### config.mk
export PLATFORM = sky130hd
export DESIGN_NAME = fg_prog_sequencer_flat
export DESIGN_NICKNAME = d
export VERILOG_FILES = /design/src/rtl/fg_prog_sequencer_if.sv /design/src/rtl/fg_prog_sequencer.sv /design/src/flat_wrapper.sv
export SDC_FILE = /design/constraint.sdc
export NUM_CORES = 1
export LEC_CHECK = 0
export BUFFER_PORTS_ARGS = -buffer_cell sky130_fd_sc_hd__buf_2
export CAP_MARGIN = 20
export CORE_MARGIN = 10
export CORE_UTILIZATION = 59
export DETAILED_ROUTE_END_ITERATION = 8
export PLACE_DENSITY = 0.81
export SYNTH_ARGS = -nofsm -noshare
export SYNTH_HDL_FRONTEND = slang
export SYNTH_SLANG_ARGS = --single-unit
### constraint.sdc
create_clock -name clk -period 4.4 [get_ports clk]
set_clock_uncertainty 0.05 [all_clocks]
set_input_delay 0.44 -clock clk [delete_from_list [all_inputs] [get_ports clk]]
set_output_delay 0.44 -clock clk [all_outputs]
set_load 0.03 [all_outputs]
### src/rtl/fg_prog_sequencer_if.sv
// Command handshake between the chip-level programming controller
// and the floating-gate programming sequencer.
interface fg_prog_sequencer_if #(
  parameter int DRAIN_BITS = 5,
  parameter int GATE_BITS  = 2,
  parameter int CNT_W      = 8,
  parameter int PW_W       = 16
);
  logic                  cmd_valid;
  logic                  cmd_ready;
  logic [DRAIN_BITS-1:0] cmd_drain;
  logic [GATE_BITS-1:0]  cmd_gate;
  logic [CNT_W-1:0]      cmd_pulses;
  logic [PW_W-1:0]       cmd_width;
  logic                  cmd_mode;

  modport master (
    output cmd_valid,
    output cmd_drain,
    output cmd_gate,
    output cmd_pulses,
    output cmd_width,
    output cmd_mode,
    input  cmd_ready
  );

  modport slave (
    input  cmd_valid,
    input  cmd_drain,
    input  cmd_gate,
    input  cmd_pulses,
    input  cmd_width,
    input  cmd_mode,
    output cmd_ready
  );
endinterface

### src/rtl/fg_prog_sequencer.sv
// Floating-gate programming sequencer: setup, pulse burst, recovery.
// Optional FG_PROG_SEQ_TUNNEL_EN: cmd_mode=1 pulses vtun_en, not drain_en.
module fg_prog_sequencer #(
  parameter int DRAIN_BITS    = 5,
  parameter int GATE_BITS     = 2,
  parameter int CNT_W         = 8,
  parameter int PW_W          = 16,
  parameter int SETTLE_CYCLES = 8,
  parameter int GAP_CYCLES    = 4
) (
  input  logic                  clk,
  input  logic                  rst_n,
  fg_prog_sequencer_if.slave    cmd,
  input  logic                  abort,
  output logic                  prog,
  output logic                  run,
  output logic [DRAIN_BITS-1:0] drain_b,
  output logic                  drain_en,
  output logic [GATE_BITS-1:0]  gate_b,
  output logic                  gate_en,
  output logic                  vtun_en,
  output logic                  busy,
  output logic                  done,
  output logic                  aborted,
  output logic [CNT_W-1:0]      pulse_count
);

  typedef enum logic [2:0] {
    S_IDLE,
    S_SETUP,
    S_PULSE,
    S_GAP,
    S_RECOVER
  } state_t;

  localparam logic [31:0] SETTLE_LD = 32'(SETTLE_CYCLES - 1);
  localparam logic [31:0] GAP_LD    = 32'(GAP_CYCLES - 1);

  state_t                state_q, state_n;
  logic [31:0]           tmr_q, tmr_n;
  logic [DRAIN_BITS-1:0] drain_q, drain_n;
  logic [GATE_BITS-1:0]  gate_q, gate_n;
  logic [CNT_W-1:0]      pulses_q, pulses_n;
  logic [PW_W-1:0]       width_q, width_n;
  logic                  mode_q, mode_n;
  logic [CNT_W-1:0]      pc_n;
  logic                  ab_n;
  logic [31:0]           pw_ld;

  logic                  prog_n, run_n;
  logic                  den_n, gen_n, ven_n;
  logic                  busy_n, ready_n, done_n;
  logic [DRAIN_BITS-1:0] db_n;
  logic [GATE_BITS-1:0]  gb_n;

  // zero-width pulses are stretched to one cycle
  assign pw_ld = (width_q == '0) ? 32'd0
               : 32'(width_q) - 32'd1;

  // next state, cycle timer, command latch and pulse counting
  always_comb begin
    state_n  = state_q;
    tmr_n    = tmr_q;
    drain_n  = drain_q;
    gate_n   = gate_q;
    pulses_n = pulses_q;
    width_n  = width_q;
    mode_n   = mode_q;
    pc_n     = pulse_count;
    ab_n     = aborted;
    unique case (state_q)
      S_IDLE: begin
        if (cmd.cmd_valid && cmd.cmd_ready) begin
          drain_n  = cmd.cmd_drain;
          gate_n   = cmd.cmd_gate;
          pulses_n = cmd.cmd_pulses;
          width_n  = cmd.cmd_width;
          mode_n   = cmd.cmd_mode;
          pc_n     = '0;
          ab_n     = 1'b0;
          tmr_n    = SETTLE_LD;
          state_n  = S_SETUP;
        end
      end
      S_SETUP: begin
        if (abort) begin
          ab_n    = 1'b1;
          tmr_n   = SETTLE_LD;
          state_n = S_RECOVER;
        end else if (tmr_q == 32'd0) begin
          if (pulses_q == '0) begin
            tmr_n   = SETTLE_LD;
            state_n = S_RECOVER;
          end else begin
            tmr_n   = pw_ld;
            state_n = S_PULSE;
          end
        end else begin
          tmr_n = tmr_q - 32'd1;
        end
      end
      S_PULSE: begin
        if (abort) begin
          ab_n    = 1'b1;
          tmr_n   = SETTLE_LD;
          state_n = S_RECOVER;
        end else if (tmr_q == 32'd0) begin
          pc_n = pulse_count + CNT_W'(1);
          if (pc_n == pulses_q) begin
            tmr_n   = SETTLE_LD;
            state_n = S_RECOVER;
          end else begin
            tmr_n   = GAP_LD;
            state_n = S_GAP;
          end
        end else begin
          tmr_n = tmr_q - 32'd1;
        end
      end
      S_GAP: begin
        if (abort) begin
          ab_n    = 1'b1;
          tmr_n   = SETTLE_LD;
          state_n = S_RECOVER;
        end else if (tmr_q == 32'd0) begin
          tmr_n   = pw_ld;
          state_n = S_PULSE;
        end else begin
          tmr_n = tmr_q - 32'd1;
        end
      end
      S_RECOVER: begin
        if (tmr_q == 32'd0) begin
          state_n = S_IDLE;
        end else begin
          tmr_n = tmr_q - 32'd1;
        end
      end
      default: state_n = S_IDLE;
    endcase
  end

  // output values for the upcoming cycle, decoded from the next state
  always_comb begin
    prog_n  = 1'b0;
    run_n   = 1'b0;
    den_n   = 1'b0;
    gen_n   = 1'b0;
    ven_n   = 1'b0;
    busy_n  = 1'b1;
    ready_n = 1'b0;
    db_n    = drain_n;
    gb_n    = gate_n;
    unique case (state_n)
      S_IDLE: begin
        run_n   = 1'b1;
        busy_n  = 1'b0;
        ready_n = 1'b1;
        db_n    = '0;
        gb_n    = '0;
      end
      S_SETUP, S_GAP: prog_n = 1'b1;
      S_PULSE: begin
        prog_n = 1'b1;
        gen_n  = 1'b1;
`ifdef FG_PROG_SEQ_TUNNEL_EN
        den_n  = ~mode_n;
        ven_n  = mode_n;
`else
        // mode is latched but tunnelling is compiled out
        den_n  = 1'b1;
        ven_n  = 1'b0 & mode_n;
`endif
      end
      S_RECOVER: ;
      default: begin
        run_n   = 1'b1;
        busy_n  = 1'b0;
        ready_n = 1'b1;
        db_n    = '0;
        gb_n    = '0;
      end
    endcase
    done_n = (state_q == S_RECOVER) &&
             (state_n == S_IDLE);
  end

  // state, command latch and registered outputs
  always_ff @(posedge clk or negedge rst_n) begin
    if (!rst_n) begin
      state_q       <= S_IDLE;
      tmr_q         <= '0;
      drain_q       <= '0;
      gate_q        <= '0;
      pulses_q      <= '0;
      width_q       <= '0;
      mode_q        <= 1'b0;
      pulse_count   <= '0;
      aborted       <= 1'b0;
      prog          <= 1'b0;
      run           <= 1'b1;
      drain_b       <= '0;
      gate_b        <= '0;
      drain_en      <= 1'b0;
      gate_en       <= 1'b0;
      vtun_en       <= 1'b0;
      busy          <= 1'b0;
      done          <= 1'b0;
      cmd.cmd_ready <= 1'b1;
    end else begin
      state_q       <= state_n;
      tmr_q         <= tmr_n;
      drain_q       <= drain_n;
      gate_q        <= gate_n;
      pulses_q      <= pulses_n;
      width_q       <= width_n;
      mode_q        <= mode_n;
      pulse_count   <= pc_n;
      aborted       <= ab_n;
      prog          <= prog_n;
      run           <= run_n;
      drain_b       <= db_n;
      gate_b        <= gb_n;
      drain_en      <= den_n;
      gate_en       <= gen_n;
      vtun_en       <= ven_n;
      busy          <= busy_n;
      done          <= done_n;
      cmd.cmd_ready <= ready_n;
    end
  end

endmodule

### src/flat_wrapper.sv
// flat-port wrapper written by rule: the top's interface ports become plain ports
module fg_prog_sequencer_flat 
#(
  parameter int DRAIN_BITS    = 5,
  parameter int GATE_BITS     = 2,
  parameter int CNT_W         = 8,
  parameter int PW_W          = 16,
  parameter int SETTLE_CYCLES = 8,
  parameter int GAP_CYCLES    = 4
)
  (clk, rst_n, abort, prog, run, drain_b, drain_en, gate_b, gate_en, vtun_en, busy, done, aborted, pulse_count, cmd_cmd_valid, cmd_cmd_drain, cmd_cmd_gate, cmd_cmd_pulses, cmd_cmd_width, cmd_cmd_mode, cmd_cmd_ready);
  fg_prog_sequencer_if #(.DRAIN_BITS(DRAIN_BITS), .GATE_BITS(GATE_BITS), .CNT_W(CNT_W), .PW_W(PW_W)) cmd_i ();
  input  logic clk;
  input  logic rst_n;
  input  logic abort;
  output logic prog;
  output logic run;
  output logic [DRAIN_BITS-1:0] drain_b;
  output logic drain_en;
  output logic [GATE_BITS-1:0] gate_b;
  output logic gate_en;
  output logic vtun_en;
  output logic busy;
  output logic done;
  output logic aborted;
  output logic [CNT_W-1:0] pulse_count;
  input wire logic [$bits(cmd_i.cmd_valid)-1:0] cmd_cmd_valid;
  input wire logic [$bits(cmd_i.cmd_drain)-1:0] cmd_cmd_drain;
  input wire logic [$bits(cmd_i.cmd_gate)-1:0] cmd_cmd_gate;
  input wire logic [$bits(cmd_i.cmd_pulses)-1:0] cmd_cmd_pulses;
  input wire logic [$bits(cmd_i.cmd_width)-1:0] cmd_cmd_width;
  input wire logic [$bits(cmd_i.cmd_mode)-1:0] cmd_cmd_mode;
  output wire logic [$bits(cmd_i.cmd_ready)-1:0] cmd_cmd_ready;
  assign cmd_i.cmd_valid = cmd_cmd_valid;
  assign cmd_i.cmd_drain = cmd_cmd_drain;
  assign cmd_i.cmd_gate = cmd_cmd_gate;
  assign cmd_i.cmd_pulses = cmd_cmd_pulses;
  assign cmd_i.cmd_width = cmd_cmd_width;
  assign cmd_i.cmd_mode = cmd_cmd_mode;
  assign cmd_cmd_ready = cmd_i.cmd_ready;
  fg_prog_sequencer #(.DRAIN_BITS(DRAIN_BITS), .GATE_BITS(GATE_BITS), .CNT_W(CNT_W), .PW_W(PW_W), .SETTLE_CYCLES(SETTLE_CYCLES), .GAP_CYCLES(GAP_CYCLES)) u_core (.clk(clk), .rst_n(rst_n), .cmd(cmd_i), .abort(abort), .prog(prog), .run(run), .drain_b(drain_b), .drain_en(drain_en), .gate_b(gate_b), .gate_en(gate_en), .vtun_en(vtun_en), .busy(busy), .done(done), .aborted(aborted), .pulse_count(pulse_count));
endmodule
# After elaboration in Yosys (flattened, before gate mapping)
# Index checks and enable logic that the tools add are counted.
[totals] ramBits=0 inputBits=36 rom_bits=0 latch_bits=0 output_inout_bits=24 memories=0 wordCells=89 register_bits=87
[op_classes] n_eq_ne=14 shift=0 n_mul=0 n_addsub=3 bitwise=0 n_reduce_logical=17 div=0 order_cmp=0 n_mux=40
[ops] operator="2-to-1 mux 32 bit" n=10
[ops] operator="one-hot mux 32 bit (5 select lines)" n=1
[ops] operator="2-to-1 mux 3 bit" n=11
[ops] operator="logical NOT 32 bit" n=1
[ops] operator="subtractor 32 x 1 -> 32 bit, second input constant" n=1
[ops] operator="2-to-1 mux 8 bit" n=3
[ops] operator="subtractor 16 x 1 -> 17 bit, second input constant" n=1
[ops] operator="logical NOT 16 bit" n=1
[ops] operator="one-hot mux 8 bit (2 select lines)" n=1
[ops] operator="2-to-1 mux 5 bit" n=3
[ops] operator="one-hot mux 3 bit (5 select lines)" n=1
[ops] operator="equality test 3 x 2 -> 1 bit, second input constant" n=4
[ops] operator="adder 8 x 1 -> 8 bit, second input constant" n=1
[ops] operator="equality test 8 bit" n=1
[ops] operator="logical NOT 8 bit" n=1
[ops] operator="equality test 3 x 1 -> 1 bit, second input constant" n=2
[ops] operator="equality test 3 bit, second input constant" n=2
[ops] operator="logical NOT 3 bit" n=2
[ops] operator="2-to-1 mux 1 bit" n=6
[ops] operator="2-to-1 mux 2 bit" n=3
[ops] operator="!= test 2 x 1 -> 1 bit, second input constant" n=3
[ops] operator="AND reduction 3 bit" n=2
[ops] operator="OR reduction 3 bit" n=2
[ops] operator="nonzero test 5 bit" n=1
[ops] operator="other kinds (7)" n=10

# Depth between registers and ports, before layout
[logic_depth] word_depth=9 depth_mapped=11 ltp_nobuf=9

# Worst setup path before layout
# Ideal clock, no wire load.
[synth_timing] kind="register to register" startpoint="register u_core.tmr_q[27]" endpoint="register u_core.tmr_q[5]" t_required_ns=4.226 path_stages_with_launch=11 setup_slack_ns=1.308 t_arrival_ns=2.918 setup_time_ns=0.124 path_cell_list="dfrtp_1 or3_1 buf_2 or4_4 nor3_4 nand4_1 a311o_1 and3_1 buf_6 buf_6 a211o_1"
[synth_via] elab_chain_len=4 elab_cells_between_ends=10
[synth_rtl] item="from (decl)" line="fg_prog_sequencer.sv:40" rtl="logic [31:0] tmr_q, tmr_n;"
[synth_rtl] item="from (signal assigned)" line="fg_prog_sequencer.sv:212" rtl="tmr_q <= tmr_n;"
[synth_rtl] item="logical NOT 32 bit *"
[synth_rtl] item="2-to-1 mux 32 bit, on equally long branches" line="fg_prog_sequencer.sv:125, fg_prog_sequencer.sv:90, fg_prog_sequencer.sv:107"
[synth_rtl] item="2-to-1 mux 32 bit, on equally long branches" line="fg_prog_sequencer.sv:121, fg_prog_sequencer.sv:86, fg_prog_sequencer.sv:103"
[synth_rtl] item="one-hot mux 32 bit (5 select lines)" line="fg_prog_sequencer.sv:71" rtl="unique case (state_q)"
# Every way passes the cells marked *; elsewhere a longest branch is shown, timed or not.
# A chain may end at the register's enable or synchronous reset.

# Worst setup path in the final report
[layout_timing] startpoint="register u_core.tmr_q[27]" endpoint="register u_core.tmr_q[20]"
# The elaborated chain is that of the path after synthesis.

==> results_dict.tcl <==
set metrics [dict create \
    outcome "complete, no violations" \
    start_util 0.610 \
    r2r_cells 8 \
    period_minus_slack_ns 3.50 \
    core_area_sq_um 8300 \
    worstSetupStartpointType "flop" \
    path_max_fanout 17 \
    dp_hpwl_microns 9220 \
    diodes 0 \
    avgViaCountPerCell 6.40 \
    ys_types 62 \
    area_growth_pct 11.5 \
    drt_iter0_drc 391 \
    wl_per_cell_microns 18.1 \
    clk_pin_slew_ns 0.11 \
    async_reset_ff_frac 1.00 \
    drc_errors 0 \
    grt_overflow 0 \
    port_buffers 57 \
    cp.buffers_inverters 1 \
    pin_count 60 \
    yosysSeqAreaShare 0.430 \
    synth_edf_count 0 \
    drt-total-wl_microns 13300 \
    worstSkewPairLatency_ns 0.38 \
    drtAntennaViolNets 0 \
    cp.arrival_ns 3.71 \
    finalSetupTns_ns 0 \
    die_h_microns 113 \
    clk_path_buf_depth 2 \
    post_cts_buffers 0 \
    cts_buffers 9 \
    startpoint "u_core.tmr_q[27]" \
    peakVddDrop_mv 0.396 \
    holdWs_ns 0.0504 \
    ctsResizeCount 0 \
    critPathRequiredTime_ns 4.61 \
    drive_gt1_frac 0.164 \
    hold_viol_final 0 \
    leakagePower_nw 2.68 \
    reg2reg_slack_ns 0.90 \
    grt_pass1_vias 4364 \
    syn_area_per_cell_sq_um 8.79 \
    dieWidth_microns 113 \
    finalCritPeriodShare 0.795 \
    cp-end-kind "flop" \
    grt_use_total 0.205 \
    synthCells 576 \
    powerDensity_nw_per_um2 605 \
    final-max-slew-violation-count 0 \
    tightestPinTransition_ns 0.994 \
    cts_tree "done" \
    vias 4688 \
    grt_max_degree 54 \
    max_slew_margin 0.328 \
    max_stage_delay_ns 0.63 \
    antenna_found_initial 0 \
    setup_viol 0 \
    hold_buffers 0 \
    synth_ff_type "dfrtp_1" \
    synth_seq_cells 87 \
    nets 662 \
    rr_startpoint "u_core.tmr_q[27]" \
    critical_path.cell_chain "or3_1, or4_4, nor3_4, nand4_1, a311o_1, and3_1, buf_4, o41ai_1" \
    cts.sinks 87 \
    crit_cells 8 \
    crit_path_top_delay_cell "or4_4" \
    critical_path_class "flop to flop" \
    h-tree-depth 3 \
    clock-root-buffer "clkbuf_8" \
    fp-row-count 33 \
    min_path_type "input port to async pin" \
    synthesis.nets 616 \
    max_freq_mhz 286 \
    grt_pass1_wl_microns 22000 \
    ys_warn_count 0 \
    critPathTopFamily "simple AND/OR/NAND/NOR gates" \
    rsz0062_at_grt "false" \
    cap_violations 0 \
    gp_congestion 0.939 \
    die_area_sq_um 12700 \
    drt_pre_antenna_iters 5 \
    synth_area_sq_um 5060 \
]
==> placed cells by master (no fill, tap or decap), drive strengths merged, types with 8 or more instances in the layout <==
master  netlist  layout
a41oi        16      16
dfrtp        86      86
nand2       121     121
a31oi        11      11
o21ai        27      27
o211a         8       8
buf          10      71
inv          20      23
nand4         9       9
nor3         22      22
nand3        16      16
a21oi        25      25
xor2         14      14
xnor2         9       9
nor2         31      31
clkbuf       26       9
o41ai         9       9
nor4         12      12
or3          11      11
or4          14      14
==> final cells by class <==
cell class / instances / area [sq um]
clock buffers: 9 / 124
clock inverters: 7 / 77.6
fillers: 670 / 2660
inverters: 20 / 75.1
multi-input cells: 433 / 2660
flip-flops and latches: 87 / 2180
well taps: 105 / 131
repair buffers: 71 / 400
==> through the flow <==
stage | setup WS [ns] | std cells | power, mW | util | area, sq um
detailed placement | 0.926 | 715 | 2.80 | 0.654 | 5430
finish | 0.902 | 732 | 3.42 | 0.680 | 5640
global route | 0.722 | 732 | 3.64 | 0.680 | 5640
global placement | 1.06 | 715 | 2.76 | 0.654 | 5430
CTS | 0.902 | 731 | 3.39 | 0.678 | 5630
floorplan | 1.31 | 576 | 2.35 | - | 5060
==> metal layers <==
| layer | wire (microns) | up-vias | GRT usage |
|---|---|---|---|
| met2 | 6270 | 213 | 0.330 |
| met1 | 5810 | 2230 | 0.273 |
| met3 | 969 | 21 | 0.0357 |
| li1 | - | 2224 | - |
| met5 | 0 | - | 0 |
| met4 | 228 | 0 | 0.0685 |
==> kinds of logic after synthesis <==
family | Yosys count | share of synthesized area
AO/OA/AOI/OAI | 142 | 0.209
XOR/XNOR | 25 | 0.0489
adder cells (fa/ha/maj) | 4 | 0.00989
buffers and inverters | 56 | 0.0477
flip-flops | 87 | 0.430
multiplexers | 2 | 0.00445
other | 1 | 0.000741
AND/OR/NAND/NOR | 259 | 0.248
==> sequential cells by signal, indices dropped and copies added, names as in the netlist, 2 cells and up <==
register,cells
u_core.state_q,3
u_core.gate_b,2
u_core.pulses_q,8
u_core.gate_q,2
u_core.width_q,16
u_core.tmr_q,32
u_core.drain_q,5
u_core.pulse_count,8
u_core.drain_b,5
==> worst paths after layout <==
check	endpoint
max	u_core.tmr_q[20]
min	u_core.tmr_q[21]
max in group asynchronous	u_core.cmd.cmd_ready
max reg2reg	u_core.tmr_q[20]
min in group clk	u_core.width_q[9]
min reg2reg	u_core.drain_q[0]
==> power breakdown <==
group	switching [mW]	leakage, nW	internal [mW]
Clock	0.318	0.101	0.269
Combinational	1.10	1.44	0.506
Sequential	0.209	1.14	1.02
Total	1.62	2.68	1.79
==> synthesized netlist by cell type, types with 2 or more instances <==
library cell    n  share of area
and3_1          6         0.0074
a22oi_1         4         0.0059
buf_6           2         0.0044
nor4b_1         2         0.0035
a31oi_1        11          0.014
xor2_1         14          0.024
nand2b_1        2         0.0025
or3_1          11          0.014
nand4_1         9          0.011
nand2_1       121          0.090
o41ai_1         5         0.0087
o22ai_1         6         0.0074
clkbuf_1       26          0.019
dfrtp_1        86           0.43
xnor2_1         9          0.016
and2_1          3         0.0037
nor4_1         11          0.014
nor2b_1         2         0.0025
inv_1          20          0.015
or4_1          12          0.018
o21ai_0        27          0.027
a21oi_1        25          0.025
o2bb2ai_1       2         0.0035
and4_1          3         0.0052
nor2_1         31          0.023
ha_1            4         0.0099
o211a_1         8          0.016
or4_4           2         0.0044
a41oi_1        16          0.028
o221ai_1        7          0.012
o311a_1         5         0.0099
buf_2           4         0.0040
or2_2           2         0.0025
nand3_1        16          0.016
o41ai_2         4          0.013
a32oi_1         4         0.0069
a311o_1         2         0.0040
nor3_1         21          0.021
o311ai_0        2         0.0035
o31ai_1         5         0.0074
buf_4           3         0.0044
Power figures use the tool's default switching activity.
